File: src/rtl/rs_entry_scheduler.sv
// rs_entry_scheduler: allocates, issues and releases reservation-station entries (IDs are 1-based, 0 = none).
// Optional build macro RS_RR_ISSUE_EN: defined = round-robin issue selection, undefined = fixed lowest-index priority.
module rs_entry_scheduler #(
    parameter int NUM_RS = 8,
    parameter int ID_W   = 4
) (
    input  logic              clk,
    input  logic              rst_n,
    input  logic              alloc_req,
    output logic              alloc_gnt,
    output logic [ID_W-1:0]   alloc_id,
    input  logic [NUM_RS-1:0] rdy_vec,
    output logic              issue_valid,
    output logic [ID_W-1:0]   issue_id,
    input  logic              issue_ack,
    input  logic              done_valid,
    input  logic [ID_W-1:0]   done_id,
    output logic [NUM_RS-1:0] busy_vec,
    output logic              full,
    output logic              empty,
    output logic              err
);
    localparam logic [1:0] ST_FREE   = 2'd0;
    localparam logic [1:0] ST_WAIT   = 2'd1;
    localparam logic [1:0] ST_ISSUED = 2'd2;
    localparam logic [ID_W-1:0] LAST_ID = ID_W'(NUM_RS);

    logic [NUM_RS-1:0][1:0] st_q, st_d;
    logic                   issue_valid_q, issue_valid_d;
    logic [ID_W-1:0]        issue_id_q, issue_id_d, sel_id;
    logic                   err_q, err_d;
    logic [NUM_RS-1:0]      free_vec, wait_vec, acked_vec, done_hit, cand_vec;
    logic                   fire, load;

    assign busy_vec    = ~free_vec;
    assign full        = ~|free_vec;
    assign empty       = &free_vec;
    assign alloc_gnt   = alloc_req & ~full;
    assign fire        = issue_valid_q & issue_ack;
    assign load        = ~issue_valid_q | issue_ack;
    assign issue_valid = issue_valid_q;
    assign issue_id    = issue_id_q;
    assign err         = err_q;

    // Decode entry states and pick the lowest-index free entry for allocation
    always_comb begin
        free_vec = '0;
        wait_vec = '0;
        alloc_id = '0;
        for (int i = NUM_RS - 1; i >= 0; i--) begin
            free_vec[i] = st_q[i] == ST_FREE;
            wait_vec[i] = st_q[i] == ST_WAIT;
            if (st_q[i] == ST_FREE) alloc_id = ID_W'(i + 1);
        end
    end

    // Ack/done matching; the entry acked this cycle is not a candidate for the next offer
    always_comb begin
        acked_vec = '0;
        done_hit  = '0;
        for (int i = 0; i < NUM_RS; i++) begin
            acked_vec[i] = fire && issue_id_q == ID_W'(i + 1);
            done_hit[i]  = done_valid && done_id == ID_W'(i + 1) && st_q[i] == ST_ISSUED;
        end
        cand_vec = wait_vec & rdy_vec & ~acked_vec;
    end

`ifdef RS_RR_ISSUE_EN
    logic [ID_W-1:0]   rr_q, rr_d;
    logic [NUM_RS-1:0] rot;

    // Round-robin: start just after the entry acked now, otherwise after the last acked entry
    always_comb begin
        rr_d   = fire ? (issue_id_q == LAST_ID ? '0 : issue_id_q) : rr_q;
        rot    = NUM_RS'({cand_vec, cand_vec} >> rr_d);
        sel_id = '0;
        for (int k = NUM_RS - 1; k >= 0; k--) begin
            if (rot[k]) sel_id = ID_W'((int'(rr_d) + k >= NUM_RS) ? int'(rr_d) + k - NUM_RS + 1 : int'(rr_d) + k + 1);
        end
    end

    // Round-robin pointer (0-based index where the next search begins)
    always_ff @(posedge clk or negedge rst_n) begin
        if (!rst_n) rr_q <= '0;
        else        rr_q <= rr_d;
    end
`else
    // Fixed priority: lowest-index candidate wins
    always_comb begin
        sel_id = '0;
        for (int i = NUM_RS - 1; i >= 0; i--) begin
            if (cand_vec[i]) sel_id = ID_W'(i + 1);
        end
    end
`endif

    // Entry transitions, issue-slot reload/hold and sticky error
    always_comb begin
        st_d = st_q;
        for (int i = 0; i < NUM_RS; i++) begin
            if (alloc_gnt && alloc_id == ID_W'(i + 1)) st_d[i] = ST_WAIT;
            if (acked_vec[i]) st_d[i] = ST_ISSUED;
            if (done_hit[i]) st_d[i] = ST_FREE;
        end
        issue_valid_d = load ? |cand_vec : issue_valid_q;
        issue_id_d    = load ? sel_id : issue_id_q;
        err_d         = err_q | (done_valid & ~|done_hit) | (issue_ack & ~issue_valid_q);
    end

    // State registers with asynchronous reset that discards every entry
    always_ff @(posedge clk or negedge rst_n) begin
        if (!rst_n) begin
            st_q          <= '0;
            issue_valid_q <= 1'b0;
            issue_id_q    <= '0;
            err_q         <= 1'b0;
        end else begin
            st_q          <= st_d;
            issue_valid_q <= issue_valid_d;
            issue_id_q    <= issue_id_d;
            err_q         <= err_d;
        end
    end
endmodule

File: config.mk
export PLATFORM = sky130hd
export DESIGN_NAME = rs_entry_scheduler
export DESIGN_NICKNAME = d
export VERILOG_FILES = /design/src/rtl/rs_entry_scheduler.sv
export SDC_FILE = /design/constraint.sdc
export NUM_CORES = 1
export LEC_CHECK = 0
export CAP_MARGIN = 20
export CORE_MARGIN = 10
export CORE_UTILIZATION = 43
export CTS_CLUSTER_SIZE = 8
export DETAILED_ROUTE_END_ITERATION = 10
export GPL_ROUTABILITY_DRIVEN = 0
export PLACE_DENSITY = 0.8
export SLEW_MARGIN = 20
export SYNTH_ARGS = -nofsm -noshare
export SYNTH_HDL_FRONTEND = slang
export SYNTH_SLANG_ARGS = --single-unit
File: constraint.sdc
create_clock -name clk -period 1.65 [get_ports clk]
set_clock_uncertainty 0.1 [all_clocks]
set_input_delay 0.33 -clock clk [delete_from_list [all_inputs] [get_ports clk]]
set_output_delay 0.33 -clock clk [all_outputs]
set_load 0.05 [all_outputs]
==> flow_summary.json, run 1 <==
{
  "status": "did not finish",
  "stop_stage": "5_1_grt",
  "firstError": "[ERROR DPL-0038] Utilization greater than 100%, impossible to legalize",
  "synth_cells": 177,
  "dp.final_hpwl_um": 4510,
  "dp.cells": 310,
  "ys.flop_type": "dfrtp_1",
  "syn_area_um2": 1420,
  "holdBufCountCts": 0,
  "h-tree-depth": 1,
  "ios": 38,
  "repair-timing-grt-worst-ep": "empty",
  "num_rows": 20,
  "cts_buffers": 3,
  "ys_types": 43,
  "clock_sinks": 22,
  "start_util_pct": 45.8,
  "syn-num-nets": 194,
  "ys_warn_count": 0,
  "syn_area_per_cell_um2": 8.02,
  "synthArstFlopShare_pct": 100,
  "synth-seq-cells": 22,
  "grt_max_degree": 23,
  "synth_edf_count": 0,
  "die_x_um": 77.5,
  "ys_seq_area_share_pct": 38.8,
  "io_buffers": 37,
  "clockBufferDepth": 2,
  "cts_root_buffer": "clkbuf_4",
  "floorplan.die.height_um": 77.5,
  "pre_cts_slack_ns": -0.518,
  "worst_endpoint_kind": "output port"
}
through the flow:
stage	cell area [µm²]	hold WS (ns)
3_5_place_dp	2460	0.464
3_3_place_gp	2460	0.450
4_1_cts	2850	0.261
2_1_floorplan	1520	-0.0656
timing repair:
item | 4_1_cts
pin swaps | 20
setup endpoints to repair | 23
setup buffers | 17
resized for setup | 62
kinds of logic after synthesis:
family | synth area share, %
simple gates | 36.9
buf+inv | 4.32
flops | 38.8
compound gates | 20.0
synthesized netlist by cell type, types with 2 or more instances:
library cell / number / share of area [%]
a31oi_1: 2 / 0.88
a211oi_2: 2 / 1.8
nor2b_1: 6 / 2.6
nor3_1: 8 / 2.8
a21oi_1: 12 / 4.2
nor4_1: 3 / 1.3
inv_1: 14 / 3.7
and3_1: 2 / 0.88
a211oi_1: 4 / 2.1
o21ai_0: 3 / 1.1
nand3_1: 6 / 2.1
dfrtp_1: 22 / 39
nand2_1: 19 / 5.0
nor2_1: 32 / 8.5
nor3b_2: 2 / 1.8
o22ai_1: 2 / 0.88
nand4_1: 3 / 1.3
a41oi_1: 3 / 1.9
nor3b_1: 3 / 1.6
o21a_1: 2 / 1.1
nand3b_1: 4 / 2.1
and3b_1: 2 / 1.2
==> run 2: changes to the inputs <==
Settings changed: CORE_UTILIZATION 43 to 35, CTS_CLUSTER_SIZE 8 to unset, PLACE_DENSITY 0.8 to unset, PLACE_DENSITY_LB_ADDON set to 0.15.
Clock period 1.65 ns to 2.15 ns, I/O delays scaled along.
==> flow_summary.json, run 2 <==
{
  "status": "completed",
  "ys_warn_count": 0,
  "synth_cells": 177,
  "drive_above_1_share_pct": 32.1,
  "post-synth-top-area-fraction_pct": 38.8,
  "fin_nets": 261,
  "syn_area_um2": 1420,
  "pwr-share-clk_pct": 7.8,
  "p_total_w": 0.00379,
  "drtIter0Drc": 165,
  "yosysMostFrequentCell": "nor2_1",
  "syn-num-nets": 194,
  "start_util_pct": 35.8,
  "hold_viol": 0,
  "synthArstFlopShare_pct": 100,
  "end_kind": "output pin",
  "detail_route.wl_per_cell_um": 15.8,
  "wl_met2_um": 2190,
  "num_rows": 23,
  "crit_chain": "or2_4 > a21oi_1 > o21ai_0 > nand2_1 > nand2_1 > buf_12",
  "synth_top_cells_by_count": "nor2_1, dfrtp_1, nand2_1, inv_1, a21oi_1",
  "via_per_inst": 5.41,
  "final_common_cell": "buf_4",
  "grt_overflow": 0,
  "fmax_ghz": 0.475,
  "core_area_um2": 3970,
  "postLayoutCoreUtil_pct": 56.0,
  "placed_area_um2": 2100,
  "cts_tree": "yes",
  "grt_max_degree": 23,
  "synth_edf_count": 0,
  "largest_reg_flops": 16,
  "fin_crit_ns": 2.10,
  "finalCritPeriodShare_pct": 97.8,
  "die_x_um": 83.7,
  "crit_type": "reg2out",
  "drc_errors": 0,
  "clock_latency_ns": 0.26,
  "diodes": 0,
  "max_slew.worst_pin.slew_ns": 0.503,
  "leakage_nw": 0.932,
  "switching_share_pct": 51.0,
  "setup_viol": 0,
  "h-tree-depth": 1,
  "num_vias": 1586,
  "critPathArrivalTime_ns": 1.57,
  "critPathMostFrequentCell": "nand2_1",
  "ys_types": 43,
  "ys.flop_type": "dfrtp_1",
  "io_buffers": 37,
  "drtAntennaViolNets": 0,
  "syn_to_final_growth_pct": 56.5,
  "die_area_um2": 7010,
  "yosys.area.top_type": "dfrtp_1",
  "dp.final_hpwl_um": 3740,
  "wl_met3_um": 254,
  "clk_pin_slew_ns": 0.08,
  "start_kind": "register",
  "syn_area_per_cell_um2": 8.02,
  "top_layer_used": "met4",
  "regMostFlops": "st_q",
  "wirelength_um": 4640,
  "layout_common_cells": "buf_4, nor2_1, nand2_1",
  "grt_pass1_vias": 1617,
  "tns_ns": 0,
  "cts_root_buffer": "clkbuf_8",
  "grt_pass1_wl_um": 7770,
  "critPathMaxStageDelay_ns": 0.42,
  "clock_sinks": 22,
  "power.density_nw_per_um2": 1700,
  "crit_fanout": 3,
  "grt_usage_pct": 13.0,
  "p_switching_w": 0.00193,
  "cts_buffers": 3,
  "holdBufCountCts": 0,
  "ys_seq_area_share_pct": 38.8,
  "relSlewSlack_pct": 66.4,
  "maxSlewViolCount": 0,
  "seqPwrFrac_pct": 24.5,
  "synthTopCellsByArea": "dfrtp_1, nor2_1, nand2_1, a21oi_1, inv_1",
  "clockBufferDepth": 2,
  "synth-seq-cells": 22,
  "maxCapViolCount": 0,
  "cp.required_ns": 1.62,
  "antenna_found_initial": 0,
  "cp_slowest_cell": "dfrtp_1",
  "p_int_w": 0.00186,
  "ios": 38,
  "pwr-share-comb_pct": 67.7,
  "hold_class": "in2async",
  "floorplan.die.height_um": 83.7,
  "ir_drop_v": 0.00129,
  "drt_pass1_iterations": 4,
  "finalInstanceArea_um2": 2220,
  "wl_met1_um": 2150
}
run 2: cells by family after synthesis:
group	Yosys count	share of synthesized area, %
buffers and inverters	16	4.32
AOI/OAI and AO/OA	40	20.0
and+or+nand+nor	99	36.9
DFF	22	38.8
run 2: power groups by stage:
| stage | combinational, W | clock, W | sequential [W] |
|---|---|---|---|
| final | 0.00256 | 0.000295 | 0.000929 |
| after global placement | 0.00245 | 0 | 0.000893 |
| after CTS | 0.00255 | 0.000306 | 0.000881 |
| after global routing | 0.00274 | 0.000321 | 0.000962 |
| after detailed placement | 0.00247 | 0 | 0.000894 |
| after floorplan | 0.00134 | 0 | 0.000951 |
run 2: per-layer routing:
layer / GRT usage [%] / vias to the layer above
li1: - / 770
met1: 16.1 / 758
met2: 21.6 / 52
met3: 3.52 / 6
met4: 3.04 / 0
met5: 0 / -
run 2: stage by stage:
step	setup slack, ns	hold WS [ns]	instances
floorplan	-0.0106	0.0344	177
detailed placement	-0.137	0.390	286
global route	-0.00608	0.438	293
CTS	-0.00599	0.419	293
finish	0.0467	0.411	293
global placement	-0.0464	0.392	286
run 2: final cells by class:
cell class                 instances  area, µm²
tap                               50       62.6
clock buffer                       4       55.1
multi-input combinational        139        873
timing repair buffer              64        623
fill                             366       1750
inverter                          14       52.6
sequential                        22        556
run 2: what timing repair did:
item                       in CTS  in global routing
resized for setup               4                 12
pin swaps                       0                  0
setup endpoints to repair       2                  6
setup buffers                   3                  0
hold endpoints to repair        0                  0
run 2: final timing paths:
path | to | from | slack, ns | cells after the start
min | issue_id[2] | rst_n | 0.41 | 2
min reg2reg | err | err | 0.41 | 1
min in group clk | err | err | 0.41 | 1
max reg2reg | issue_valid | issue_id[3] | 0.30 | 5
max | alloc_id[0] | st_q[11] | 0.05 | 6
max in group asynchronous | st_q[13] | rst_n | 1.28 | 2
run 2: critical path, delay by kind of cell, from the launching register on:
family / cells / cell delay, ns
AO/OA/AOI/OAI: 2 / 0.24
AND/OR/NAND/NOR: 3 / 0.49
flip-flops: 1 / 0.42
buffers and inverters: 1 / 0.16
Note: power is estimated with default switching activity, not from simulation.
==> run 3: changes to the inputs <==
Clock period 2.15 ns to 2.29 ns, I/O delays scaled along.
==> flow_summary.json, run 3 (synthesis gave the netlist of run 2 again) <==
{
  "clock_latency_ns": 0.26,
  "crit_fanout": 7,
  "start_util_pct": 35.8,
  "drtIter0Drc": 123,
  "fin_crit_ns": 2.22,
  "grt_overflow": 0,
  "grt_usage_pct": 13.5,
  "postLayoutCoreUtil_pct": 53.9,
  "clk_pin_slew_ns": 0.08,
  "drc_errors": 0,
  "h-tree-depth": 1,
  "fin_nets": 251,
  "diodes": 0,
  "drive_above_1_share_pct": 24.0,
  "final_common_cell": "nor2_1",
  "core_area_um2": 3970,
  "antenna_found_initial": 0,
  "dp.final_hpwl_um": 3830,
  "cts_buffers": 3,
  "cts_tree": "yes",
  "finalCritPeriodShare_pct": 96.8,
  "grt_max_degree": 23,
  "maxCapViolCount": 0,
  "crit_type": "reg2out",
  "tns_ns": 0,
  "drt_pass1_iterations": 4,
  "power.density_nw_per_um2": 1640,
  "drtAntennaViolNets": 0,
  "grt_pass1_vias": 1566,
  "num_vias": 1543,
  "relSlewSlack_pct": 66.4,
  "die_x_um": 83.7,
  "die_area_um2": 7010,
  "num_rows": 23,
  "regMostFlops": "st_q",
  "largest_reg_flops": 16,
  "max_slew.worst_pin.slew_ns": 0.492,
  "cp.required_ns": 1.73,
  "dp.cells": 278,
  "layout_common_cells": "nor2_1, buf_4, clkdlybuf4s50_1",
  "clock_sinks": 22,
  "hold_class": "reg2reg",
  "hold_viol": 0,
  "pre_cts_slack_ns": -0.0312,
  "fin_cells": 283,
  "via_per_inst": 5.45,
  "p_total_w": 0.00352,
  "ir_drop_v": 0.00172,
  "grt_pass1_wl_um": 7960,
  "rsz0062_at_grt": "yes",
  "end_kind": "output pin",
  "syn_to_final_growth_pct": 50.7,
  "clockBufferDepth": 2,
  "maxSlewViolCount": 0,
  "detail_route.wl_per_cell_um": 16.6,
  "fin_ws_ns": 0.0738,
  "fmax_ghz": 0.451,
  "ios": 38,
  "cts_root_buffer": "clkbuf_8",
  "setup_viol": 0,
  "leakage_nw": 0.863,
  "wirelength_um": 4700,
  "io_buffers": 37,
  "critPathArrivalTime_ns": 1.66,
  "start_kind": "register",
  "floorplan.die.height_um": 83.7,
  "status": "completed"
}
## run 3: changes by cell type in the layout (fill, tap and decap cells not counted), sizes merged
cell / delta
clkbuf: -1
clkdlybuf4s50: +4
bufinv: +1
dlygate4sd2: +3
buf: -18
dlymetal6s2s: +1
## run 3: layer usage
layer | GRT usage, % | wire [µm] | share of wire (%)
met5 | 0 | 0 | 0
met2 | 21.2 | 2140 | 46
met3 | 3.61 | 294 | 6.3
met1 | 17.5 | 2200 | 47
met4 | 3.65 | 53 | 1.1
## run 3: worst max-delay path, stage by stage (launching register included)
cell,delay (ns)
dfrtp_1,0.43
nor2_2,0.21
inv_1,0.17
nor4_2,0.40
buf_12,0.18
## run 3: worst paths after layout
check / start / endpoint / slack [ns] / cells past startpoint
setup / recovery: st_q[3] / empty / 0.07 / 4
hold / removal: err / err / 0.40 / 1
setup reg to reg: issue_id[3] / issue_valid / 0.34 / 5
hold reg to reg: err / err / 0.40 / 1
max in group asynchronous: rst_n / st_q[10] / 1.40 / 2
min in group asynchronous: rst_n / issue_id[3] / 0.44 / 2
## run 3: repair_timing
action	in CTS	in global routing
endpoints found under the setup margin	4	5
buffers inserted	0	1
hold endpoints to repair	0	0
hold buffers	0	0
resized for setup	4	13
## run 3: final cells by class
cell class,count,area [µm²]
clock inverter,1,30.0
tap,50,62.6
multi-input combinational,139,845
inverter,14,52.6
timing repair buffer,54,554
fill,380,1830
sequential,22,556
clock buffer,3,41.3
## run 3: stage by stage
step | instance area [µm²] | hold slack [ns]
after global routing | 2140 | 0.416
after detailed placement | 2030 | 0.372
after floorplan | 1430 | 0.0624
after CTS | 2100 | 0.399
after global placement | 2030 | 0.375
final | 2140 | 0.396
## run 3: power breakdown
group          total [W]  switching, W  internal (W)
registers       0.000868      0.000297      0.000571
clock network   0.000361      0.000128      0.000233
logic            0.00229       0.00136      0.000928
total            0.00352       0.00178       0.00173
